## src/rtl/calc_sequencer_if.sv

```systemverilog
// Bundle between the calculator sequencer and its environment: debounced
// buttons, switches, ALU handshake and the display/status outputs.
interface calc_sequencer_if #(
  parameter int WIDTH   = 16,
  parameter int NUM_OPS = 2,
  parameter int OP_W    = 3,
  parameter int IDX_W   = (NUM_OPS > 2) ? $clog2(NUM_OPS) : 1
);
  logic                     btn_enter;
  logic                     btn_back;
  logic [WIDTH-1:0]         sw_data;
  logic                     alu_done;
  logic [WIDTH-1:0]         alu_result;
  logic [1:0]               state;
  logic [IDX_W-1:0]         op_idx;
  logic [NUM_OPS*WIDTH-1:0] operands;
  logic [OP_W-1:0]          opcode;
  logic                     alu_start;
  logic [WIDTH-1:0]         result;
  logic                     result_valid;
  logic                     timeout_err;
  logic [WIDTH-1:0]         display_value;

  modport master (
    input  btn_enter, btn_back, sw_data, alu_done, alu_result,
    output state, op_idx, operands, opcode, alu_start, result,
           result_valid, timeout_err, display_value
  );

  modport slave (
    output btn_enter, btn_back, sw_data, alu_done, alu_result,
    input  state, op_idx, operands, opcode, alu_start, result,
           result_valid, timeout_err, display_value
  );
endinterface

```

## src/rtl/calc_sequencer.sv

```systemverilog
// Control FSM for the switch/button calculator: captures operands and an
// opcode, runs the external ALU with a timeout, and holds the result.
module calc_sequencer #(
  parameter int WIDTH   = 16,
  parameter int NUM_OPS = 2,
  parameter int OP_W    = 3,
  parameter int TIMEOUT = 255
) (
  input  logic             clk,
  input  logic             reset,
  calc_sequencer_if.master bus
);
  localparam int IDX_W = (NUM_OPS > 2) ? $clog2(NUM_OPS) : 1;
  localparam int CNT_W = $clog2(TIMEOUT + 1);
  localparam logic [IDX_W-1:0] LAST_IDX = IDX_W'(NUM_OPS - 1);
  localparam logic [CNT_W-1:0] CNT_LAST = CNT_W'(TIMEOUT - 1);

  typedef enum logic [1:0] {
    WAIT_OPND = 2'd0,
    WAIT_OP   = 2'd1,
    EXEC      = 2'd2,
    SHOW      = 2'd3
  } state_t;

  state_t                            state_q, state_n;
  logic [IDX_W-1:0]                  idx_q, idx_n;
  logic [NUM_OPS-1:0][WIDTH-1:0]     opnd_q, opnd_n;
  logic [OP_W-1:0]                   opcode_q, opcode_n;
  logic [WIDTH-1:0]                  result_q, result_n;
  logic                              rvalid_q, rvalid_n;
  logic                              terr_q, terr_n;
  logic [CNT_W-1:0]                  cnt_q, cnt_n;
  logic                              start_q, start_n;
  logic                              enter_q, back_q;
  logic                              enter_e, back_e;

  // Edge registers come out of reset high so a button held through reset
  // release does nothing until it is released and pressed again.
  always_ff @(posedge clk or negedge reset) begin
    if (!reset) begin
      state_q  <= WAIT_OPND;
      idx_q    <= '0;
      opnd_q   <= '0;
      opcode_q <= '0;
      result_q <= '0;
      rvalid_q <= 1'b0;
      terr_q   <= 1'b0;
      cnt_q    <= '0;
      start_q  <= 1'b0;
      enter_q  <= 1'b1;
      back_q   <= 1'b1;
    end else begin
      state_q  <= state_n;
      idx_q    <= idx_n;
      opnd_q   <= opnd_n;
      opcode_q <= opcode_n;
      result_q <= result_n;
      rvalid_q <= rvalid_n;
      terr_q   <= terr_n;
      cnt_q    <= cnt_n;
      start_q  <= start_n;
      enter_q  <= bus.btn_enter;
      back_q   <= bus.btn_back;
    end
  end

  always_comb begin
    enter_e  = bus.btn_enter & ~enter_q;
    back_e   = bus.btn_back & ~back_q;
    state_n  = state_q;
    idx_n    = idx_q;
    opnd_n   = opnd_q;
    opcode_n = opcode_q;
    result_n = result_q;
    rvalid_n = rvalid_q;
    terr_n   = terr_q;
    cnt_n    = cnt_q;
    start_n  = 1'b0;
    case (state_q)
      WAIT_OPND: begin
        // back takes priority when both buttons rise together
        if (back_e) begin
          if (idx_q != '0) idx_n = idx_q - IDX_W'(1);
        end else if (enter_e) begin
          for (int k = 0; k < NUM_OPS; k++) begin
            if (idx_q == IDX_W'(k)) opnd_n[k] = bus.sw_data;
          end
          if (idx_q == LAST_IDX) state_n = WAIT_OP;
          else                   idx_n   = idx_q + IDX_W'(1);
        end
      end
      WAIT_OP: begin
        if (back_e) begin
          state_n = WAIT_OPND;
          idx_n   = LAST_IDX;
        end else if (enter_e) begin
          opcode_n = bus.sw_data[OP_W-1:0];
          state_n  = EXEC;
          terr_n   = 1'b0;
          cnt_n    = '0;
          start_n  = 1'b1;
        end
      end
      EXEC: begin
        if (bus.alu_done) begin
          result_n = bus.alu_result;
          rvalid_n = 1'b1;
          state_n  = SHOW;
        end else if (cnt_q == CNT_LAST) begin
          result_n = '1;
          terr_n   = 1'b1;
          rvalid_n = 1'b0;
          state_n  = SHOW;
        end else begin
          cnt_n = cnt_q + CNT_W'(1);
        end
      end
      SHOW: begin
        if (back_e) begin
          state_n  = WAIT_OP;
          rvalid_n = 1'b0;
        end else if (enter_e) begin
          state_n  = WAIT_OPND;
          idx_n    = '0;
          rvalid_n = 1'b0;
        end
      end
      default: state_n = WAIT_OPND;
    endcase
  end

  always_comb begin
    bus.display_value = '0;
    case (state_q)
      WAIT_OPND: bus.display_value = bus.sw_data;
      WAIT_OP:   bus.display_value = {{(WIDTH-OP_W){1'b0}}, bus.sw_data[OP_W-1:0]};
      EXEC:      bus.display_value = '0;
      SHOW:      bus.display_value = result_q;
      default:   bus.display_value = '0;
    endcase
  end

  assign bus.state        = state_q;
  assign bus.op_idx       = idx_q;
  assign bus.operands     = opnd_q;
  assign bus.opcode       = opcode_q;
  assign bus.alu_start    = start_q;
  assign bus.result       = result_q;
  assign bus.result_valid = rvalid_q;
  assign bus.timeout_err  = terr_q;
endmodule

```

## src/flat_wrapper.sv

```systemverilog
// flat-port wrapper written by rule: the top's interface ports become plain ports
module calc_sequencer_flat 
#(
  parameter int WIDTH   = 16,
  parameter int NUM_OPS = 2,
  parameter int OP_W    = 3,
  parameter int TIMEOUT = 255
)
  (clk, reset, bus_btn_enter, bus_btn_back, bus_sw_data, bus_alu_done, bus_alu_result, bus_state, bus_op_idx, bus_operands, bus_opcode, bus_alu_start, bus_result, bus_result_valid, bus_timeout_err, bus_display_value);
  calc_sequencer_if #(.WIDTH(WIDTH), .NUM_OPS(NUM_OPS), .OP_W(OP_W)) bus_i ();
  input  logic clk;
  input  logic reset;
  input wire logic [$bits(bus_i.btn_enter)-1:0] bus_btn_enter;
  input wire logic [$bits(bus_i.btn_back)-1:0] bus_btn_back;
  input wire logic [$bits(bus_i.sw_data)-1:0] bus_sw_data;
  input wire logic [$bits(bus_i.alu_done)-1:0] bus_alu_done;
  input wire logic [$bits(bus_i.alu_result)-1:0] bus_alu_result;
  output wire logic [$bits(bus_i.state)-1:0] bus_state;
  output wire logic [$bits(bus_i.op_idx)-1:0] bus_op_idx;
  output wire logic [$bits(bus_i.operands)-1:0] bus_operands;
  output wire logic [$bits(bus_i.opcode)-1:0] bus_opcode;
  output wire logic [$bits(bus_i.alu_start)-1:0] bus_alu_start;
  output wire logic [$bits(bus_i.result)-1:0] bus_result;
  output wire logic [$bits(bus_i.result_valid)-1:0] bus_result_valid;
  output wire logic [$bits(bus_i.timeout_err)-1:0] bus_timeout_err;
  output wire logic [$bits(bus_i.display_value)-1:0] bus_display_value;
  assign bus_i.btn_enter = bus_btn_enter;
  assign bus_i.btn_back = bus_btn_back;
  assign bus_i.sw_data = bus_sw_data;
  assign bus_i.alu_done = bus_alu_done;
  assign bus_i.alu_result = bus_alu_result;
  assign bus_state = bus_i.state;
  assign bus_op_idx = bus_i.op_idx;
  assign bus_operands = bus_i.operands;
  assign bus_opcode = bus_i.opcode;
  assign bus_alu_start = bus_i.alu_start;
  assign bus_result = bus_i.result;
  assign bus_result_valid = bus_i.result_valid;
  assign bus_timeout_err = bus_i.timeout_err;
  assign bus_display_value = bus_i.display_value;
  calc_sequencer #(.WIDTH(WIDTH), .NUM_OPS(NUM_OPS), .OP_W(OP_W), .TIMEOUT(TIMEOUT)) u_core (.clk(clk), .reset(reset), .bus(bus_i));
endmodule
```

## config.mk

```make
export PLATFORM = sky130hd
export DESIGN_NAME = calc_sequencer_flat
export DESIGN_NICKNAME = d
export VERILOG_FILES = /design/src/rtl/calc_sequencer_if.sv /design/src/rtl/calc_sequencer.sv /design/src/flat_wrapper.sv
export SDC_FILE = /design/constraint.sdc
export NUM_CORES = 1
export LEC_CHECK = 0
export CORE_MARGIN = 2
export CORE_UTILIZATION = 46
export CTS_BUF_LIST = sky130_fd_sc_hd__clkbuf_8
export CTS_CLUSTER_DIAMETER = 80
export CTS_CLUSTER_SIZE = 16
export DETAILED_ROUTE_END_ITERATION = 10
export PLACE_DENSITY = 0.8
export SKIP_LAST_GASP = 1
export SLEW_MARGIN = 10
export SYNTH_ARGS = -nofsm -noshare
export SYNTH_HDL_FRONTEND = slang
export SYNTH_SLANG_ARGS = --single-unit
export TNS_END_PERCENT = 20
```

## constraint.sdc

```tcl
create_clock -name clk -period 2.3 [get_ports clk]
set_input_delay 0.46 -clock clk [delete_from_list [all_inputs] [get_ports clk]]
set_output_delay 0.46 -clock clk [all_outputs]
set_load 0.01 [all_outputs]
```

* Yosys cells after proc, flatten, opt, wreduce, memory -nomap -nowiden
Index checks and enable logic that the tools add are counted.
Operators by class: $add $sub $neg 3, eq/ne operators 19, mux-type cells 36, bitwise gates (word level) 6, reductions and logical operators 14
Operators by type and width (count):
- 16-bit one-hot mux with 4 select lines | 1
- 16-bit two-way mux | 2
- 8-bit two-way mux | 4
- 2-bit two-way mux | 9
- 8-bit one-hot mux with 2 select lines | 1
- 1-bit two-way mux | 15
- 5-bit AND reduction | 3
- 2-bit by 1-bit != test with 1-bit output, second input constant | 6
- 2-bit != test, second input constant | 5
- 3-bit by 1-bit != test with 1-bit output, second input constant | 3
- 8-bit by 1-bit adder with 8-bit output, second input constant | 1
- 8-bit == test, second input constant | 1
- 2-bit one-hot mux with 4 select lines | 1
- 4-bit AND reduction | 2
- 3-bit AND reduction | 2
- 6-bit AND reduction | 1
- 2-bit nonzero test | 3
- 2-bit == test, second input constant | 2
- 1-bit NOT | 4
- 1-bit one-hot mux with 2 select lines | 2
- 3-bit by 2-bit != test with 1-bit output, second input constant | 1
- 1-bit one-hot mux with 3 select lines | 1
- 3-bit nonzero test | 1
- 1-bit bitwise AND | 2
- other kinds (5) | 5
Storage, ports and cells: register bits 67, bits of input ports 37, output and inout port bits 73, logic and storage cells 90

* Logic depth before layout (Yosys ltp)
word-level depth 5, gate-level depth with buffers 7

* Worst setup path before layout
OpenSTA, ideal clock, no wires.
path kind register -> output, from reg with a tool-made name, to out bus_display_value[15], arrival 1307 ps, path slack 533 ps, cell stages (with the launch flop) 6, path buffers 3, cell sequence dfrtp_1 -> buf_2 -> and2_1 -> clkbuf_1 -> buf_2 -> a22o_1
RTL lines:
- to (decl) | RTL line flat_wrapper.sv:26 | output wire logic [$bits(bus_i.display_value)-1:0] bus_display_value;

==> out/metrics.yaml <==
irDropWorstVdd_mv: 0.782
synth_top_family_by_area: "compound AO/OA/AOI/OAI gates"
fp.dieW_um: 83.8
synthAdderAreaFrac: 0.00854
num_antenna_cells: 0
slew_headroom: 0.533
cts_buffer_depth: 2
endpoint_kind: "primary output"
r2r_cells: 6
seq_area_frac_synth: 0.573
synth-seq-cells: 67
routed_wirelength_mm: 7.78
fin_crit_ns: 2.27
drt-pass1-iter-count: 4
report.final.slew_viol_count: 0
grt_pass1_vias: 2412
drcViolationCount: 0
cp-start-kind: "flop"
setup_tns_ns: 0
layout_commonest_cell: "clkdlybuf4s50_1"
async_reset_ff_frac: 1.00
setup_viol: 0
synthesis.nets: 262
seq_area_mm2: 0.00168
post-route-util: 0.703
hold_path_class: "input port to asynchronous set/reset pin"
finalNonFillerCells: 429
area_delta_synth_final_pct: 49.8
start_util: 0.469
tritoncts: "done"
yosysWarnings: 0
hold_viol_final: 0
hold_slack_ns: 0.0271
crit_required_ns: 1.84
cts_made_buffers: 9
num_rows: 29
syn_inst: 223
root_buffer: "clkbuf_8"
synth_xor_area_frac: 0
cts-htree-levels: 3
hpwlAfterDp_mm: 5.64
core_mm2: 0.00624
r2r_end: "u_core.bus.result[7]"
num-fill-cells: 459
dieArea_mm2: 0.00702
viasPerCell: 5.46
rsz0062_at_grt: "yes"
status: "complete, no violations"
synth-simple-area-share: 0.0944
grt_use_total: 0.234
die_h_um: 83.8
multi_input_area_mm2: 0.00115
p_per_area_mw_per_mm2: 1360
max_clock_freq_mhz: 441
period_share: 0.987
place_inst: 411
clock_sinks: 67
first_iter_violations: 127
grt_overflow: 0
hold_buffers: 0
grt_pass1_wl_mm: 12.8
worstSkewPairLatency_ns: 0.35
syn_area_mm2: 0.00293
synthMuxAreaShare: 0.139
cp_max_fo: 10
fin_nets: 386
antenna_left: 0
worst_slew_pin_slew_ns: 0.701
fin_skew_ns: 0.0117
crit_arrival_ns: 1.81
drive_above_1_share: 0.207
final_cell_mix: "clkdlybuf4s50_1 (104), dfrtp_1 (64), mux2_2 (22)"
antenna_found_initial: 0
power_w: 0.00598
io_buffers: 109
vias: 2342
grt_start_max_net_pins: 53
wl_per_cell_um: 18.1
ys.flop_type: "dfrtp_1"
ioPinCount: 110
syn_avg_cell_area_um2: 13.1
gp_routability_congestion: 0.845
r2r-start: "u_core.cnt_q[0]"
clk_pin_slew_worst_paths_ns: 0.08
ys_types: 42
synth_edf_count: 0
synth-compound-area-share: 0.152
reg2reg_slack_ns: 0.34
p_leak_nw: 1.95
maxCapViolations: 0
crit_type: "flop to primary output"
-- synthesized netlist by cell type, types with 3 or more instances --
library cell | n | area share
dfrtp_1 | 65 | 0.56
mux2_2 | 22 | 0.085
a22o_1 | 17 | 0.051
nand2_1 | 17 | 0.022
o22a_1 | 16 | 0.048
mux2_4 | 10 | 0.051
nand3_1 | 9 | 0.015
nor2_1 | 6 | 0.0077
o21ai_0 | 5 | 0.0085
a21oi_1 | 4 | 0.0068
a31oi_1 | 4 | 0.0085
a21o_1 | 3 | 0.0077
buf_2 | 3 | 0.0051
buf_6 | 3 | 0.012
clkbuf_1 | 3 | 0.0038
inv_1 | 3 | 0.0038
nand2b_1 | 3 | 0.0064
-- layout make-up --
class	instances	area share
repair buffers	123	0.278
inverters	4	0.00342
multi-input cells	142	0.263
clock buffers	9	0.0282
clock inverters	7	0.0225
well taps	77	0.0220
flip-flops and latches	67	0.383
-- critical path, cell delays in order (launching register included) --
cell,delay (ns)
dfrtp_2,0.41
and2_1,0.17
buf_4,0.17
a22o_1,0.23
clkdlybuf4s50_1,0.49
-- how the worst max path moves through the flow --
stage | slack [ns] | start | cells past startpoint | endpoint
finish | 0.03 | flop | 4 | bus_display_value[7]
global route | -0.03 | flop | 4 | bus_display_value[7]
CTS | 0.02 | flop | 4 | bus_display_value[11]
detailed placement | 0.08 | bus_btn_enter | 5 | u_core.bus.operands[21]
global placement | 0.12 | bus_btn_enter | 5 | u_core.bus.operands[19]
floorplan | 0.53 | flop | 5 | bus_display_value[15]
-- layer usage --
layer | GRT usage | part of all wire
met1 | 0.293 | 0.41
met2 | 0.382 | 0.51
met3 | 0.0821 | 0.065
met4 | 0.0777 | 0.017
met5 | 0 | 0
-- sequential cells by signal, indices dropped and copies added, names as in the netlist, named ones only --
register,cells
u_core.bus.state,1
u_core.bus.timeout_err,1
u_core.bus.opcode,3
u_core.bus.result_valid,1
u_core.bus.alu_start,1
u_core.bus.result,16
u_core.bus.operands,32
u_core.cnt_q,8
u_core.enter_q,1
u_core.bus.op_idx,1
u_core.back_q,1
-- report_power, final --
| group | switching, W | leakage, nW | internal [W] |
|---|---|---|---|
| Clock | 0.000485 | 0.116 | 0.000620 |
| Combinational | 0.00112 | 1.03 | 0.00170 |
| Sequential | 0.000360 | 0.806 | 0.00169 |
-- per-stage QoR --
step | instance area, um2 | setup WS (ns)
floorplan | 2930 | 0.533
global placement | 4150 | 0.116
detailed placement | 4150 | 0.0848
CTS | 4380 | 0.0154
global route | 4390 | -0.0308
finish | 4390 | 0.0308
-- cells by family (layout without fill, tap and decap cells) --
group | count (synthesis) | count (layout)
AOI/OAI and AO/OA | 57 | 57
adders and majority gates | 2 | 2
buffers and inverters | 14 | 143
DFF | 67 | 67
muxes | 33 | 33
and+or+nand+nor | 50 | 50
-- timing repair --
action | in CTS | in global routing
gates cloned | 0 | 0
setup buffers | 2 | 0
setup endpoints to repair | 16 | 11
resized for setup | 3 | 2
Note: power is estimated with default switching activity, not from simulation.
